$ cat src/rtl/audio_sfx_sequencer_pkg.sv
// Purpose: shared constants for the sound-effect sequencer: generator widths, ROM word layout, effect ids, FSM states.
// Latency: n/a (package).
// Backpressure: n/a; ROM word layout is {period, duty, dur, last} with last in bit 0.
package audio_sfx_sequencer_pkg;

  localparam int PERWIDTH = 16;
  // Level of the generator mute input that silences it.
  localparam logic PWM_MUTED = 1'b1;

  localparam int SFX_DURW     = 8;
  localparam int SFX_LAST_OFS = 0;
  localparam int SFX_DUR_OFS  = SFX_LAST_OFS + 1;
  localparam int SFX_DUTY_OFS = SFX_DUR_OFS + SFX_DURW;
  localparam int SFX_PER_OFS  = SFX_DUTY_OFS + PERWIDTH;
  localparam int SFX_WORDW    = SFX_PER_OFS + PERWIDTH;

  localparam int SFX_SHOT = 0;
  localparam int SFX_STEP = 1;
  localparam int SFX_UFO  = 2;
  localparam int SFX_BOOM = 3;

  typedef enum logic [1:0] {
    ST_IDLE = 2'd0,
    ST_LOAD = 2'd1,
    ST_PLAY = 2'd2
  } sfx_state_t;

  // Packs one note into the ROM word layout.
  function automatic logic [SFX_WORDW-1:0] sfx_entry(input int per, input int dty,
                                                     input int dur, input logic last);
    logic [SFX_WORDW-1:0] w;
    w = '0;
    w[SFX_PER_OFS +: PERWIDTH]  = PERWIDTH'(per);
    w[SFX_DUTY_OFS +: PERWIDTH] = PERWIDTH'(dty);
    w[SFX_DUR_OFS +: SFX_DURW]  = SFX_DURW'(dur);
    w[SFX_LAST_OFS]             = last;
    return w;
  endfunction

endpackage

$ cat src/rtl/audio_sfx_sequencer_if.sv
// Purpose: bundle between game logic (trigger pulses), the sequencer and the tone generator inputs.
// Latency: n/a (wires only); master = game/observer side, slave = sequencer.
// Backpressure: none; triggers are fire-and-forget pulses latched by the sequencer.
interface audio_sfx_sequencer_if #(
  parameter int NREQ = 4
);
  import audio_sfx_sequencer_pkg::*;

  localparam int IDW = (NREQ > 1) ? $clog2(NREQ) : 1;

  logic [NREQ-1:0]     trig;
  logic [PERWIDTH-1:0] period;
  logic [PERWIDTH-1:0] duty;
  logic                mute;
  logic                busy;
  logic [IDW-1:0]      active_id;

  modport master (output trig, input period, duty, mute, busy, active_id);
  modport slave  (input trig, output period, duty, mute, busy, active_id);

endinterface

$ cat src/rtl/audio_sfx_rom.sv
// Purpose: note table addressed {effect id, step}; ports clk, resetn, addr in, rd_dat out.
// Latency: 1 cycle synchronous read.
// Backpressure: none; a new address may be presented every cycle.
module audio_sfx_rom
  import audio_sfx_sequencer_pkg::*;
#(
  parameter int IDW   = 2,
  parameter int STEPW = 4
) (
  input  logic                   clk,
  input  logic                   resetn,
  input  logic [IDW+STEPW-1:0]   addr,
  output logic [SFX_WORDW-1:0]   rd_dat
);
  localparam int ADDRW = IDW + STEPW;

  function automatic logic [ADDRW-1:0] rom_addr_of(input int id, input int step);
    return ADDRW'((id << STEPW) + step);
  endfunction

  logic [SFX_WORDW-1:0] rd_dat_d, rd_dat_q;

  // Unlisted entries read as all-zero: a rest without last, so an effect
  // running off its table ends at the final step.
  always_comb begin
    rd_dat_d = '0;
    case (addr)
      rom_addr_of(SFX_SHOT, 0): rd_dat_d = sfx_entry(50, 25, 2, 1'b0);
      rom_addr_of(SFX_SHOT, 1): rd_dat_d = sfx_entry(80, 40, 1, 1'b1);
      rom_addr_of(SFX_STEP, 0): rd_dat_d = sfx_entry(60, 30, 1, 1'b0);
      rom_addr_of(SFX_STEP, 1): rd_dat_d = sfx_entry(0, 0, 0, 1'b1);
      rom_addr_of(SFX_UFO,  0): rd_dat_d = sfx_entry(100, 50, 1, 1'b0);
      rom_addr_of(SFX_UFO,  1): rd_dat_d = sfx_entry(120, 60, 2, 1'b1);
      rom_addr_of(SFX_BOOM, 0): rd_dat_d = sfx_entry(200, 100, 1, 1'b1);
      default:                  rd_dat_d = '0;
    endcase
  end

  always_ff @(posedge clk or negedge resetn) begin
    if (!resetn) rd_dat_q <= '0;
    else         rd_dat_q <= rd_dat_d;
  end

  assign rd_dat = rd_dat_q;

endmodule

$ cat src/rtl/audio_sfx_sequencer.sv
// Purpose: latches effect triggers, plays the highest-priority effect's notes into the tone generator.
// Ports: clk, resetn (async active-low), sfx slave (trig in; period, duty, mute, busy, active_id out).
// Latency: trigger latched 1 cycle, selected next cycle, 1 LOAD cycle before each note; no backpressure.
module audio_sfx_sequencer
  import audio_sfx_sequencer_pkg::*;
#(
  parameter int NREQ    = 4,
  parameter int STEPW   = 4,
  parameter int TICKDIV = 100000,
  parameter int DURW    = SFX_DURW
) (
  input  logic                 clk,
  input  logic                 resetn,
  audio_sfx_sequencer_if.slave sfx
);
  localparam int IDW = (NREQ > 1) ? $clog2(NREQ) : 1;
  localparam int PSW = (TICKDIV > 1) ? $clog2(TICKDIV) : 1;

  sfx_state_t          state_q, state_d;
  logic [NREQ-1:0]     pending_q, pending_d;
  logic [IDW-1:0]      active_id_q, active_id_d;
  logic [STEPW-1:0]    step_q, step_d;
  logic [PERWIDTH-1:0] period_q, period_d;
  logic [PERWIDTH-1:0] duty_q, duty_d;
  logic                mute_q, mute_d;
  logic                last_q, last_d;
  logic [DURW-1:0]     dur_q, dur_d;
  logic [PSW-1:0]      presc_q, presc_d;

  logic [IDW+STEPW-1:0] rom_addr;
  logic [SFX_WORDW-1:0] rom_dat;
  logic [PERWIDTH-1:0]  rom_per;
  logic [SFX_DURW-1:0]  rom_dur;
  logic [NREQ-1:0]      clr;
  logic [IDW-1:0]       sel_id;
  logic                 any_pend, take, tick_wrap;

  assign rom_per = rom_dat[SFX_PER_OFS +: PERWIDTH];
  assign rom_dur = rom_dat[SFX_DUR_OFS +: SFX_DURW];

  audio_sfx_rom #(.IDW(IDW), .STEPW(STEPW)) u_rom (
    .clk    (clk),
    .resetn (resetn),
    .addr   (rom_addr),
    .rd_dat (rom_dat)
  );

  // Highest set pending index wins.
  always_comb begin
    sel_id = '0;
    for (int i = 0; i < NREQ; i++) begin
      if (pending_q[i]) sel_id = IDW'(i);
    end
  end

  assign any_pend  = |pending_q;
  assign tick_wrap = (presc_q == PSW'(TICKDIV - 1));
  // While busy, an equal index is a retrigger and restarts through the same path as a preemption.
  assign take      = any_pend && ((state_q == ST_IDLE) || (sel_id >= active_id_q));

  always_comb begin
    state_d     = state_q;
    active_id_d = active_id_q;
    step_d      = step_q;
    period_d    = period_q;
    duty_d      = duty_q;
    mute_d      = mute_q;
    last_d      = last_q;
    dur_d       = dur_q;
    presc_d     = presc_q;
    clr         = '0;
    rom_addr    = {active_id_q, step_q};

    if (take) begin
      clr[sel_id] = 1'b1;
      active_id_d = sel_id;
      step_d      = '0;
      rom_addr    = {sel_id, {STEPW{1'b0}}};
      state_d     = ST_LOAD;
    end else begin
      case (state_q)
        ST_LOAD: begin
          // Outputs only change here, so the previous note stays audible through LOAD.
          period_d = rom_per;
          duty_d   = rom_dat[SFX_DUTY_OFS +: PERWIDTH];
          mute_d   = (rom_per == '0) ? PWM_MUTED : ~PWM_MUTED;
          dur_d    = (rom_dur == '0) ? DURW'(1) : DURW'(rom_dur);
          presc_d  = '0;
          last_d   = rom_dat[SFX_LAST_OFS] | (&step_q);
          state_d  = ST_PLAY;
        end
        ST_PLAY: begin
          presc_d = tick_wrap ? '0 : presc_q + PSW'(1);
          if (tick_wrap) begin
            if (dur_q == DURW'(1)) begin
              if (last_q) begin
                mute_d  = PWM_MUTED;
                state_d = ST_IDLE;
              end else begin
                step_d   = step_q + STEPW'(1);
                rom_addr = {active_id_q, step_q + STEPW'(1)};
                state_d  = ST_LOAD;
              end
            end else begin
              dur_d = dur_q - DURW'(1);
            end
          end
        end
        default: ;
      endcase
    end

    // A trigger arriving with its own clear keeps the bit set.
    pending_d = (pending_q & ~clr) | sfx.trig;
  end

  always_ff @(posedge clk or negedge resetn) begin
    if (!resetn) begin
      state_q     <= ST_IDLE;
      pending_q   <= '0;
      active_id_q <= '0;
      step_q      <= '0;
      period_q    <= '0;
      duty_q      <= '0;
      mute_q      <= PWM_MUTED;
      last_q      <= 1'b0;
      dur_q       <= '0;
      presc_q     <= '0;
    end else begin
      state_q     <= state_d;
      pending_q   <= pending_d;
      active_id_q <= active_id_d;
      step_q      <= step_d;
      period_q    <= period_d;
      duty_q      <= duty_d;
      mute_q      <= mute_d;
      last_q      <= last_d;
      dur_q       <= dur_d;
      presc_q     <= presc_d;
    end
  end

  assign sfx.period    = period_q;
  assign sfx.duty      = duty_q;
  assign sfx.mute      = mute_q;
  assign sfx.busy      = (state_q != ST_IDLE);
  assign sfx.active_id = active_id_q;

endmodule
$ cat src/flat_wrapper.sv
// flat-port wrapper written by rule: the top's interface ports become plain ports
module audio_sfx_sequencer_flat import audio_sfx_sequencer_pkg::*;
#(
  parameter int NREQ    = 4,
  parameter int STEPW   = 4,
  parameter int TICKDIV = 100000,
  parameter int DURW    = SFX_DURW
)
  (clk, resetn, sfx_trig, sfx_period, sfx_duty, sfx_mute, sfx_busy, sfx_active_id);
  audio_sfx_sequencer_if #(.NREQ(NREQ)) sfx_i ();
  input  logic clk;
  input  logic resetn;
  input wire logic [$bits(sfx_i.trig)-1:0] sfx_trig;
  output wire logic [$bits(sfx_i.period)-1:0] sfx_period;
  output wire logic [$bits(sfx_i.duty)-1:0] sfx_duty;
  output wire logic [$bits(sfx_i.mute)-1:0] sfx_mute;
  output wire logic [$bits(sfx_i.busy)-1:0] sfx_busy;
  output wire logic [$bits(sfx_i.active_id)-1:0] sfx_active_id;
  assign sfx_i.trig = sfx_trig;
  assign sfx_period = sfx_i.period;
  assign sfx_duty = sfx_i.duty;
  assign sfx_mute = sfx_i.mute;
  assign sfx_busy = sfx_i.busy;
  assign sfx_active_id = sfx_i.active_id;
  audio_sfx_sequencer #(.NREQ(NREQ), .STEPW(STEPW), .TICKDIV(TICKDIV), .DURW(DURW)) u_core (.clk(clk), .resetn(resetn), .sfx(sfx_i));
endmodule
$ cat config.mk
export PLATFORM = sky130hd
export DESIGN_NAME = audio_sfx_sequencer_flat
export DESIGN_NICKNAME = d
export VERILOG_FILES = /design/src/rtl/audio_sfx_sequencer_pkg.sv /design/src/rtl/audio_sfx_sequencer_if.sv /design/src/rtl/audio_sfx_rom.sv /design/src/rtl/audio_sfx_sequencer.sv /design/src/flat_wrapper.sv
export SDC_FILE = /design/constraint.sdc
export NUM_CORES = 1
export LEC_CHECK = 0
export CORE_MARGIN = 10
export CORE_UTILIZATION = 45
export CTS_BUF_LIST = sky130_fd_sc_hd__clkbuf_2
export CTS_CLUSTER_SIZE = 28
export DETAILED_ROUTE_END_ITERATION = 10
export PLACE_DENSITY = 0.7
export SLEW_MARGIN = 30
export SYNTH_ARGS = -nofsm -noshare
export SYNTH_HDL_FRONTEND = slang
export SYNTH_SLANG_ARGS = --single-unit
$ cat constraint.sdc
create_clock -name clk -period 2.99 [get_ports clk]
set_input_delay 0.897 -clock clk [delete_from_list [all_inputs] [get_ports clk]]
set_output_delay 0.897 -clock clk [all_outputs]
set_load 0.01 [all_outputs]
==> run_results.csv <==
group,metric,value,unit
logic_synthesis,netlist_instances,320,
logic_synthesis,synth_edf_count,0,
route,vias,2275,
die,die_y,103.2,um
layout,diodes,0,
die,io_pins,42,
logic_synthesis,synth-async-reset-ratio,1.000,
clock_tree,postCtsSetupRepairBufs,0,
route,drt_iter0_drc,95,
clock_tree,cts.sinks,56,
layout,fin_util,0.4996,
global_route,grt_pass1_wl,10920,um
power,pwr_density_cell,814.9,nW/um2
power,ir_drop,0.0004642,V
clock_tree,clk_latency,0.45,ns
placed_design,gp_congestion,0.8508,
logic_synthesis,syn_area,3117,um2
worst_setup_path,cp-start-kind,"flop",
layout,seqCellArea,1403,um2
die,num_rows,30,
placed_design,dpl_worst_slack,0.2195,ns
clock_tree,cts_tree,"yes",
clock_tree,root_buffer,"clkbuf_2",
sta,slew_violations,0,
run_status,status,"finished clean",
route,viasPerCell,5.366,
sta,final-setup-viol-count,0,
min_path,min_path_type,"in2async",
logic_synthesis,ys_types,60,
power,p_leak,1.449,nW
die,dieArea,10660,um2
worst_setup_path,crit_arrival,3.15,ns
sta,finalCriticalPeriod,2.752,ns
global_route,grt_max_degree,57,
route,avgRoutedWirePerCell,14.77,um
logic_synthesis,yosysWarningCount,0,
die,coreArea,6756,um2
layout,fillers,657,
route,dr.pass1.iters,4,
placed_design,dp_cells,416,
global_route,antenna_found_initial,0,
die,fp.dieW,103.2,um
worst_setup_path,regToRegSetupSlack,0.24,ns
sta,rsz0062_at_grt,"false",
die,start_util,0.4613,
route,routed_wl,6263,um
worst_setup_path,critPathMaxFanout,10,
sta,fmaxAchievable,363.4,MHz
clock_tree,cts.path.max_buffers,2,
placed_design,placed_area,3316,um2
global_route,grt-ovfl-total,0,
placed_design,hpwlAfterDp,4752,um
worst_setup_path,critPathRequiredTime,3.39,ns
sta,hold_viol,0,
placed_design,io_buffers,23,
sta,relSlewSlack,0.5260,
clock_tree,cts_max_level,2,
layout,final_nets,357,
logic_synthesis,synth_ff_type,"dfrtp_1",
clock_tree,cts_inserted_buffers,5,
sta,whs,0.5262,ns
logic_synthesis,ys_seq_area_frac,0.4500,
clock_tree,clk_pin_slew,0.30,ns
sta,finalWorstSetupSlack,0.2385,ns
layout,finalInstanceArea,3376,um2
logic_synthesis,postSynthAreaPerCell,9.740,um2
global_route,track_usage,0.1270,
sta,finClkSkew,0.01470,ns
global_route,grt_pass1_vias,2323,
route,drtAntennaViolNets,0,
sta,tightest_slew,0.7059,ns
logic_synthesis,ys_ff_latch,56,
power,power,2.751,mW
layout,final_layout_size_suffix_gt1_frac,0.1337,
sta,finalCritPeriodShare,0.9202,
run,cap_viol_max_count,0,
worst_setup_path,path_class,"reg2reg",
layout,multiInputGateArea,1508,um2
worst_setup_path,worstSetupEndpointType,"flop",
layout,fin_cells,424,
layout,syn2layout_area_growth,8.310,%
route,drc,0,
sta,setup_tns,0,ns
what timing repair did:
action,4_1_cts,5_1_grt
setup endpoints to repair,0,1
hold buffers,0,0
resized for setup,0,1
registers in the layout (all words and copies together), names as in the netlist:
register              flops
u_core.presc_q           17
u_core.u_rom.rd_dat      10
u_core.dur_q              8
u_core.sfx.duty           6
u_core.pending_q          4
u_core.step_q             4
u_core.sfx.active_id      2
u_core.state_q            2
u_core.last_q             1
u_core.sfx.mute           1
u_core.sfx.period         1
path summary, 6_finish.rpt:
kind / from / endpoint / cells after the start
min in group clk: u_core.sfx.mute / u_core.sfx.mute / 2
max in group asynchronous: resetn / u_core.dur_q[1] / 2
worst max-delay path: u_core.pending_q[2] / u_core.dur_q[4] / 9
worst max register to register: u_core.pending_q[2] / u_core.dur_q[4] / 9
worst min register to register: u_core.sfx.mute / u_core.sfx.mute / 2
worst min-delay path: resetn / u_core.presc_q[5] / 2
cells in the final DEF, fill, tap and decap left out, drive strengths merged, types with 5 or more instances in the layout:
master and count:
dfrtp 55, nor2 34, nand2 27, clkdlybuf4s50 22
o21ai 19, conb 18, nor3 16, inv 14
nand3 12, a21oi 12, mux2 9, xnor2 9
ha 8, buf 7, xor2 6, nor4 6
o31ai 5, clkbuf 5
critical path: stages (launching register included):
cell and delay, ns:
dfrtp_1 0.48, or2_2 0.30, ha_1 0.29, nor3_1 0.28, nor2_1 0.14, a221oi_2 0.30
buf_4 0.22, nand3_1 0.12, or3_2 0.42, a21oi_1 0.15
where the power goes:
| group | internal, mW | leakage (nW) | switching [mW] | total (mW) |
|---|---|---|---|---|
| combinational | 0.591 | 0.707 | 0.750 | 1.34 |
| clock | 0.0718 | 0.0359 | 0.256 | 0.328 |
| sequential | 0.945 | 0.706 | 0.137 | 1.08 |
logic make-up (layout without fill, tap and decap cells):
group | count (synthesis) | in the layout | share of synthesized area
muxes | 12 | 12 | 0.04215
DFF | 56 | 56 | 0.4500
other | 1 | 18 | 0.001203
buffers and inverters | 41 | 48 | 0.08872
AOI/OAI and AO/OA | 56 | 56 | 0.1108
adders and majority gates | 8 | 8 | 0.03212
xor gates and xnor gates | 15 | 15 | 0.04215
and+or+nand+nor | 131 | 131 | 0.2328
cells in the mapped netlist, drive strengths merged, types with 6 or more instances:
library cell | n | share of area
nor3 | 16 | 0.026
nand3 | 12 | 0.019
nor2 | 34 | 0.042
buf | 27 | 0.065
xnor2 | 9 | 0.025
inv | 11 | 0.013
nor4 | 6 | 0.017
dfrtp | 55 | 0.44
xor2 | 6 | 0.017
mux2 | 9 | 0.033
o21ai | 19 | 0.031
nand2 | 27 | 0.033
ha | 8 | 0.032
a21oi | 12 | 0.020
final cells by class:
| type | instances | share of cell area |
|---|---|---|
| Multi-Input combinational cell | 240 | 0.4466 |
| Timing Repair Buffer | 29 | 0.08006 |
| Clock inverter | 3 | 0.008525 |
| Clock buffer | 5 | 0.007413 |
| Inverter | 11 | 0.01223 |
| Tap cell | 80 | 0.02965 |
| Sequential cell | 56 | 0.4155 |
layer usage:
layer  vias to the layer above  global-route usage  wire [um]  share of wire
met3                         4             0.02990        289          0.046
met4                         0             0.03316         51         0.0081
met1                      1098              0.1563       2740           0.44
li1                       1136                   -          -              -
met5                         -                   0          0              0
met2                        37              0.2179       3181           0.51
Power figures use the tool's default switching activity.
